==> src/rtl/ym2610_cmd_arbiter_if.sv <==
// Requester-side command bus and controller-side Wishbone write port of the YM2610 arbiter.
// master: arbiter view; slave: requesters plus controller view.
interface ym2610_cmd_arbiter_if #(
  parameter int unsigned NUM_REQ = 2
);
  logic [NUM_REQ-1:0]   req_valid;
  logic [3*NUM_REQ-1:0] req_addr;
  logic [8*NUM_REQ-1:0] req_data;
  logic [NUM_REQ-1:0]   req_ready;
  logic [2:0]           wb_addr;
  logic [7:0]           wb_wdata;
  logic                 wb_we;
  logic                 wb_cyc;
  logic                 wb_ack;

  modport master (
    input  req_valid, req_addr, req_data, wb_ack,
    output req_ready, wb_addr, wb_wdata, wb_we, wb_cyc
  );

  modport slave (
    output req_valid, req_addr, req_data, wb_ack,
    input  req_ready, wb_addr, wb_wdata, wb_we, wb_cyc
  );
endinterface

==> src/rtl/ym2610_cmd_arbiter.sv <==
// Round-robin arbiter for the YM2610 command port with address/data pair locking.
// Optional YM_ARB_LOCK_TIMEOUT_EN: force-release an idle lock after LOCK_TIMEOUT cycles.
module ym2610_cmd_arbiter #(
  parameter int unsigned  NUM_REQ      = 2,
  parameter int unsigned  LOCK_TIMEOUT = 1024,
  localparam int unsigned GW           = (NUM_REQ > 1) ? $clog2(NUM_REQ) : 1
) (
  input  logic                  clk,
  input  logic                  reset,
  ym2610_cmd_arbiter_if.master  bus,
  output logic [GW-1:0]         grant_id,
  output logic                  locked,
  output logic                  lock_timeout
);

  if (NUM_REQ < 1 || NUM_REQ > 8 || LOCK_TIMEOUT < 1) begin : g_param_check
    $error("ym2610_cmd_arbiter: unsupported NUM_REQ or LOCK_TIMEOUT");
  end

  typedef enum logic [1:0] {StIdle, StIssue, StLocked} state_e;

  state_e        state_q, state_d;
  logic [GW-1:0] grant_q, grant_d;
  logic [GW-1:0] rr_ptr_q, rr_ptr_d;
  logic [2:0]    addr_q, addr_d;
  logic [7:0]    wdata_q, wdata_d;
  logic          cyc_q, cyc_d;
  logic          locked_q, locked_d;
  logic          lock_port_q, lock_port_d;
  logic          timeout_fire;

  // Round-robin pick: lowest valid index at or above rr_ptr, else lowest valid overall.
  logic          hi_found;
  logic [GW-1:0] first_all, first_hi, pick;

  always_comb begin
    hi_found  = 1'b0;
    first_all = '0;
    first_hi  = '0;
    for (int i = NUM_REQ - 1; i >= 0; i--) begin
      if (bus.req_valid[i]) begin
        first_all = GW'(i);
        if (i >= int'(rr_ptr_q)) begin
          hi_found = 1'b1;
          first_hi = GW'(i);
        end
      end
    end
    pick = hi_found ? first_hi : first_all;
  end

  // While locked only the lock owner is looked at.
  logic [GW-1:0] src;
  logic          src_valid;
  logic [2:0]    src_addr;
  logic [7:0]    src_data;

  always_comb begin
    src       = (state_q == StLocked) ? grant_q : pick;
    src_valid = 1'b0;
    src_addr  = '0;
    src_data  = '0;
    for (int i = 0; i < NUM_REQ; i++) begin
      if (GW'(i) == src) begin
        src_valid = bus.req_valid[i];
        src_addr  = bus.req_addr[3*i +: 3];
        src_data  = bus.req_data[8*i +: 8];
      end
    end
  end

  logic [GW-1:0] rr_next;
  logic          is_addr, is_data;

  assign rr_next = (grant_q == GW'(NUM_REQ - 1)) ? '0 : grant_q + 1'b1;
  assign is_addr = ~addr_q[2] & ~addr_q[0];
  assign is_data = ~addr_q[2] & addr_q[0];

  always_comb begin
    state_d     = state_q;
    grant_d     = grant_q;
    rr_ptr_d    = rr_ptr_q;
    addr_d      = addr_q;
    wdata_d     = wdata_q;
    cyc_d       = cyc_q;
    locked_d    = locked_q;
    lock_port_d = lock_port_q;
    unique case (state_q)
      StIdle, StLocked: begin
        if (src_valid) begin
          grant_d = src;
          addr_d  = src_addr;
          wdata_d = src_data;
          cyc_d   = 1'b1;
          state_d = StIssue;
        end else if (timeout_fire) begin
          state_d  = StIdle;
          locked_d = 1'b0;
          rr_ptr_d = rr_next;
        end
      end
      StIssue: begin
        if (bus.wb_ack) begin
          cyc_d = 1'b0;
          if (is_addr) begin
            state_d     = StLocked;
            locked_d    = 1'b1;
            lock_port_d = addr_q[1];
          end else if (locked_q) begin
            // Only the data write to the latched port closes the pair.
            if (is_data && (addr_q[1] == lock_port_q)) begin
              state_d  = StIdle;
              locked_d = 1'b0;
              rr_ptr_d = rr_next;
            end else begin
              state_d = StLocked;
            end
          end else begin
            state_d  = StIdle;
            rr_ptr_d = rr_next;
          end
        end
      end
      default: state_d = StIdle;
    endcase
  end

  always_ff @(posedge clk or posedge reset) begin
    if (reset) begin
      state_q     <= StIdle;
      grant_q     <= '0;
      rr_ptr_q    <= '0;
      addr_q      <= '0;
      wdata_q     <= '0;
      cyc_q       <= 1'b0;
      locked_q    <= 1'b0;
      lock_port_q <= 1'b0;
    end else begin
      state_q     <= state_d;
      grant_q     <= grant_d;
      rr_ptr_q    <= rr_ptr_d;
      addr_q      <= addr_d;
      wdata_q     <= wdata_d;
      cyc_q       <= cyc_d;
      locked_q    <= locked_d;
      lock_port_q <= lock_port_d;
    end
  end

`ifdef YM_ARB_LOCK_TIMEOUT_EN
  localparam int unsigned CW = $clog2(LOCK_TIMEOUT + 1);

  logic [CW-1:0] lock_ctr_q, lock_ctr_d;
  logic          timeout_q;

  // Counter is zero outside LOCKED, so every LOCKED entry starts from zero.
  always_comb begin
    lock_ctr_d   = lock_ctr_q;
    timeout_fire = 1'b0;
    if (state_q != StLocked) begin
      lock_ctr_d = '0;
    end else if (!src_valid) begin
      if (lock_ctr_q != CW'(LOCK_TIMEOUT)) begin
        lock_ctr_d = lock_ctr_q + 1'b1;
      end
      timeout_fire = (lock_ctr_d == CW'(LOCK_TIMEOUT));
    end
  end

  always_ff @(posedge clk or posedge reset) begin
    if (reset) begin
      lock_ctr_q <= '0;
      timeout_q  <= 1'b0;
    end else begin
      lock_ctr_q <= lock_ctr_d;
      timeout_q  <= timeout_fire;
    end
  end

  assign lock_timeout = timeout_q;
`else
  assign timeout_fire = 1'b0;
  assign lock_timeout = 1'b0;
`endif

  always_comb begin
    bus.req_ready = '0;
    for (int i = 0; i < NUM_REQ; i++) begin
      bus.req_ready[i] = bus.wb_ack && (state_q == StIssue) && (grant_q == GW'(i));
    end
  end

  assign bus.wb_cyc   = cyc_q;
  assign bus.wb_we    = cyc_q;
  assign bus.wb_addr  = addr_q;
  assign bus.wb_wdata = wdata_q;
  assign grant_id     = grant_q;
  assign locked       = locked_q;

endmodule

==> src/flat_wrapper.sv <==
// flat-port wrapper written by rule: the top's interface ports become plain ports
module ym2610_cmd_arbiter_flat 
#(
  parameter int unsigned  NUM_REQ      = 2,
  parameter int unsigned  LOCK_TIMEOUT = 1024,
  localparam int unsigned GW           = (NUM_REQ > 1) ? $clog2(NUM_REQ) : 1
)
  (clk, reset, grant_id, locked, lock_timeout, bus_req_valid, bus_req_addr, bus_req_data, bus_wb_ack, bus_req_ready, bus_wb_addr, bus_wb_wdata, bus_wb_we, bus_wb_cyc);
  ym2610_cmd_arbiter_if #(.NUM_REQ(NUM_REQ)) bus_i ();
  input  logic clk;
  input  logic reset;
  output logic [GW-1:0] grant_id;
  output logic locked;
  output logic lock_timeout;
  input wire logic [$bits(bus_i.req_valid)-1:0] bus_req_valid;
  input wire logic [$bits(bus_i.req_addr)-1:0] bus_req_addr;
  input wire logic [$bits(bus_i.req_data)-1:0] bus_req_data;
  input wire logic [$bits(bus_i.wb_ack)-1:0] bus_wb_ack;
  output wire logic [$bits(bus_i.req_ready)-1:0] bus_req_ready;
  output wire logic [$bits(bus_i.wb_addr)-1:0] bus_wb_addr;
  output wire logic [$bits(bus_i.wb_wdata)-1:0] bus_wb_wdata;
  output wire logic [$bits(bus_i.wb_we)-1:0] bus_wb_we;
  output wire logic [$bits(bus_i.wb_cyc)-1:0] bus_wb_cyc;
  assign bus_i.req_valid = bus_req_valid;
  assign bus_i.req_addr = bus_req_addr;
  assign bus_i.req_data = bus_req_data;
  assign bus_i.wb_ack = bus_wb_ack;
  assign bus_req_ready = bus_i.req_ready;
  assign bus_wb_addr = bus_i.wb_addr;
  assign bus_wb_wdata = bus_i.wb_wdata;
  assign bus_wb_we = bus_i.wb_we;
  assign bus_wb_cyc = bus_i.wb_cyc;
  ym2610_cmd_arbiter #(.NUM_REQ(NUM_REQ), .LOCK_TIMEOUT(LOCK_TIMEOUT)) u_core (.clk(clk), .reset(reset), .bus(bus_i), .grant_id(grant_id), .locked(locked), .lock_timeout(lock_timeout));
endmodule
==> config.mk <==
export PLATFORM = sky130hd
export DESIGN_NAME = ym2610_cmd_arbiter_flat
export DESIGN_NICKNAME = d
export VERILOG_FILES = /design/src/rtl/ym2610_cmd_arbiter_if.sv /design/src/rtl/ym2610_cmd_arbiter.sv /design/src/flat_wrapper.sv
export SDC_FILE = /design/constraint.sdc
export NUM_CORES = 1
export LEC_CHECK = 0
export BUFFER_PORTS_ARGS = -buffer_cell sky130_fd_sc_hd__buf_2
export CAP_MARGIN = 10
export CORE_ASPECT_RATIO = 0.8
export CORE_MARGIN = 1.5
export CORE_UTILIZATION = 47
export DETAILED_ROUTE_END_ITERATION = 8
export PLACE_DENSITY = 0.79
export SYNTH_ARGS = -nofsm -noshare
export SYNTH_HDL_FRONTEND = slang
export SYNTH_SLANG_ARGS = --single-unit
==> constraint.sdc <==
create_clock -name clk -period 1.6 [get_ports clk]
set_clock_uncertainty 0.05 [all_clocks]
set_input_delay 0.4 -clock clk [delete_from_list [all_inputs] [get_ports clk]]
set_output_delay 0.4 -clock clk [all_outputs]
set_load 0.005 [all_outputs]
==> flow_summary.json <==
{
  "place_inst": 177,
  "status": "finished with violations",
  "io_buffers": 43,
  "synth_simple_gate_area_frac": 0.1282,
  "routability_congestion_estimate": 0.7263,
  "required_ns": 1.15,
  "cts.sinks": 18,
  "design.die.area_mm2": 0.002559,
  "hp-class": "in -> async",
  "yosys.cell_types.count": 26,
  "post-synth-top-area-fraction": 0.4235,
  "dr.max_layer_used": "met4",
  "tritoncts": "built",
  "path_buf_inv": 2,
  "p_total_mw": 2.790,
  "antennaDiodeCount": 0,
  "ant_nets": 0,
  "area_fraction_in_compound_gates_after_synthesis": 0.2294,
  "yosys-top-cells-area": "sky130_fd_sc_hd__dfrtp_1 (42%), sky130_fd_sc_hd__mux2_2 (13%), sky130_fd_sc_hd__a222oi_1 (10%)",
  "dr_total_vias": 1100,
  "grt_first_pass_wirelength_um": 4381,
  "synth_sequential_area_ratio": 0.4235,
  "routed_wire_length_per_instance_um": 15.76,
  "route.layer.met1.wl_um": 1275,
  "core_mm2": 0.002140,
  "min_period_ns": 1.790,
  "ctsHtreeMaxLevel": 1,
  "finish.instance_area_mm2": 0.001524,
  "placement_rows": 15,
  "clk_pin_slew_worst_paths_ns": 0.11,
  "design.portCount": 45,
  "grt_setup_unrepaired": "yes",
  "number_of_buffers_added_to_fix_hold_violations_after_cts": 0,
  "drt_first_iter_violations": 73,
  "synthesis.yosys.warnings": 0,
  "fin_tns_setup_ns": -0.7269,
  "cpLargestDelayFamily": "flip-flops",
  "failed_checks": "setup timing",
  "muxShareOfSynthArea": 0.1365,
  "layout.core_utilization": 0.7123,
  "synth_top_family_by_area": "compound AO/OA/AOI/OAI gates",
  "ys_seq_elements": 18,
  "post_dp_cell_area_mm2": 0.001356,
  "largest_net_degree_at_the_start_of_global_routing": 19,
  "synthXorXnorAreaFrac": 0.008235,
  "startpoint_type": "register",
  "met3WireLength_um": 235,
  "number_of_cells_traversed_by_the_worst_register_to_register_path": 7,
  "dr.pass1.iters": 4,
  "clock_latency_ns": 0.30,
  "fin_cells": 190,
  "critical_path_cell_count": 4,
  "p_leak_nw": 0.7178,
  "antenna_found_initial": 0,
  "critical_path.endpoint_type": "output pin",
  "cts.path.max_buffers": 2,
  "worst_path_max_delay_cell": "sky130_fd_sc_hd__dfrtp_1",
  "p_per_area_mw_per_mm2": 1831,
  "chipWidth_um": 56.19,
  "crit_path_cell_trace": "buf_6, nand3b_1, nor2_2, buf_2",
  "postSynthAreaPerCell_um2": 10.13,
  "route.final.wire_length_um": 2995,
  "root_buffer": "sky130_fd_sc_hd__clkbuf_4",
  "nets": 193,
  "slowest_stage_delay_on_critical_path_ns": 0.42,
  "critical_path.max_fanout": 4,
  "syn2layout_area_growth_pct": 43.29,
  "timing.max_cap.violations": 0,
  "drive_gt1_frac": 0.5394,
  "synthesis.area_mm2": 0.001064,
  "remaining_drc_errors": 0,
  "wl_met2_um": 1437,
  "max-vdd-ir-drop_mv": 1.191,
  "first_global_vias": 1008,
  "initial_utilization": 0.4971,
  "grt.total_usage": 0.2285,
  "layout_commonest_cell": "sky130_fd_sc_hd__buf_2",
  "dp_hpwl_um": 1922,
  "timing.fmax_mhz": 558.8,
  "synth.net_count": 132,
  "setup_viol_count_final": 13,
  "layout.cells.most_common_list": "sky130_fd_sc_hd__buf_2 (43), sky130_fd_sc_hd__dfrtp_1 (18), sky130_fd_sc_hd__nor2_1 (15), sky130_fd_sc_hd__buf_4 (15)",
  "cts_buffers": 3,
  "finalCritPeriodShare": 1.119,
  "nFillCells": 174,
  "finalHoldViolations": 0,
  "synth_adder_area_share": 0,
  "worst_setup_slack_final_ns": -0.1897,
  "grt_overflow": 0,
  "timing_worst_setup_path_type": "reg -> out",
  "dieHeight_um": 45.55,
  "cells_after_synth": 105,
  "synth_largest_area_cell": "sky130_fd_sc_hd__dfrtp_1",
  "final-max-slew-violation-count": 0,
  "post_drt_via_cell_ratio": 5.789,
  "arrival_time_worst_endpoint_ns": 1.34
}
-- registers in the layout (all words and copies together), names as in the netlist --
register             flops
u_core.state_q           2
u_core.rr_ptr_q          1
u_core.bus.wb_cyc        1
u_core.bus.wb_addr       3
u_core.lock_port_q       1
u_core.bus.wb_wdata      8
u_core.locked            1
u_core.grant_id          1
-- final timing paths --
check	end	from	slack [ns]
worst min register to register	u_core.bus.wb_cyc	u_core.bus.wb_cyc	0.47
worst min-delay path	u_core.locked	reset	0.04
max in group asynchronous	u_core.bus.wb_wdata[3]	reset	1.26
min in group clk	u_core.grant_id	bus_req_valid[0]	0.27
worst max-delay path	bus_req_ready[0]	u_core.state_q[1]	-0.19
worst max register to register	u_core.bus.wb_wdata[4]	u_core.state_q[1]	-0.06
-- cells by family after synthesis --
family	count (synthesis)
AO/OA/AOI/OAI	31
XOR/XNOR	1
buffers and inverters	12
flip-flops	18
multiplexers	13
other	1
AND/OR/NAND/NOR	29
-- per-stage QoR --
stage / hold WS [ns] / worst slack (ns)
global placement: 0.3724 / -0.4866
floorplan: 0.2886 / 0.1050
CTS: 0.05543 / -0.1691
global route: 0.07402 / -0.2662
detailed placement: 0.3842 / -0.6940
finish: 0.04116 / -0.1897
-- Yosys cell counts --
cell / instances
sky130_fd_sc_hd__nor3_1: 2
sky130_fd_sc_hd__buf_4: 3
sky130_fd_sc_hd__or2_2: 1
sky130_fd_sc_hd__nor2b_4: 1
sky130_fd_sc_hd__a21o_1: 1
sky130_fd_sc_hd__a31oi_1: 1
sky130_fd_sc_hd__o21ai_0: 3
sky130_fd_sc_hd__mux2i_1: 1
sky130_fd_sc_hd__dfrtp_1: 18
sky130_fd_sc_hd__a211oi_4: 1
sky130_fd_sc_hd__nand3b_1: 1
sky130_fd_sc_hd__mux2_2: 12
sky130_fd_sc_hd__a22o_1: 1
sky130_fd_sc_hd__a21oi_1: 12
sky130_fd_sc_hd__nor2_1: 17
sky130_fd_sc_hd__nor2b_1: 2
sky130_fd_sc_hd__xor2_1: 1
sky130_fd_sc_hd__nor3b_1: 1
sky130_fd_sc_hd__nand2_1: 4
sky130_fd_sc_hd__conb_1: 1
sky130_fd_sc_hd__buf_6: 2
sky130_fd_sc_hd__buf_2: 3
sky130_fd_sc_hd__a222oi_1: 11
sky130_fd_sc_hd__inv_1: 3
sky130_fd_sc_hd__clkbuf_1: 1
sky130_fd_sc_hd__o21ba_4: 1
-- metal layers --
metal / vias to the layer above / GRT usage
met5: - / 0
met4: 0 / 0.1095
met3: 7 / 0.03977
met2: 56 / 0.3812
met1: 526 / 0.2962
li1: 511 / -
-- report_power, final --
part,switching (mW),internal (mW),leakage (nW)
clock,0.158,0.139,0.0210
combinational,0.740,0.877,0.489
sequential,0.193,0.682,0.207
total,1.09,1.70,0.718
-- timing repair --
| item | CTS | global route |
|---|---|---|
| setup endpoints to repair | 13 | 15 |
| gates resized for setup | 5 | 6 |
| cloned | 1 | 0 |
| buffers inserted | 8 | 2 |
| hold endpoints to repair | 0 | 0 |
| pin swaps | 4 | 8 |
-- final cells by class --
| type | count | area, µm² | share of cell area |
|---|---|---|---|
| tap | 25 | 31.28 | 0.02053 |
| timing repair buffer | 64 | 412.9 | 0.2709 |
| multi-input combinational | 76 | 581.8 | 0.3818 |
| inverter | 3 | 11.26 | 0.007389 |
| clock buffer | 4 | 36.28 | 0.02381 |
| sequential | 18 | 450.4 | 0.2956 |
-- tightest hold or removal path: cells and delay by family --
family                 cells  cell delay (ns)
buffers and inverters      3             0.39
Note: power is estimated with default switching activity, not from simulation.
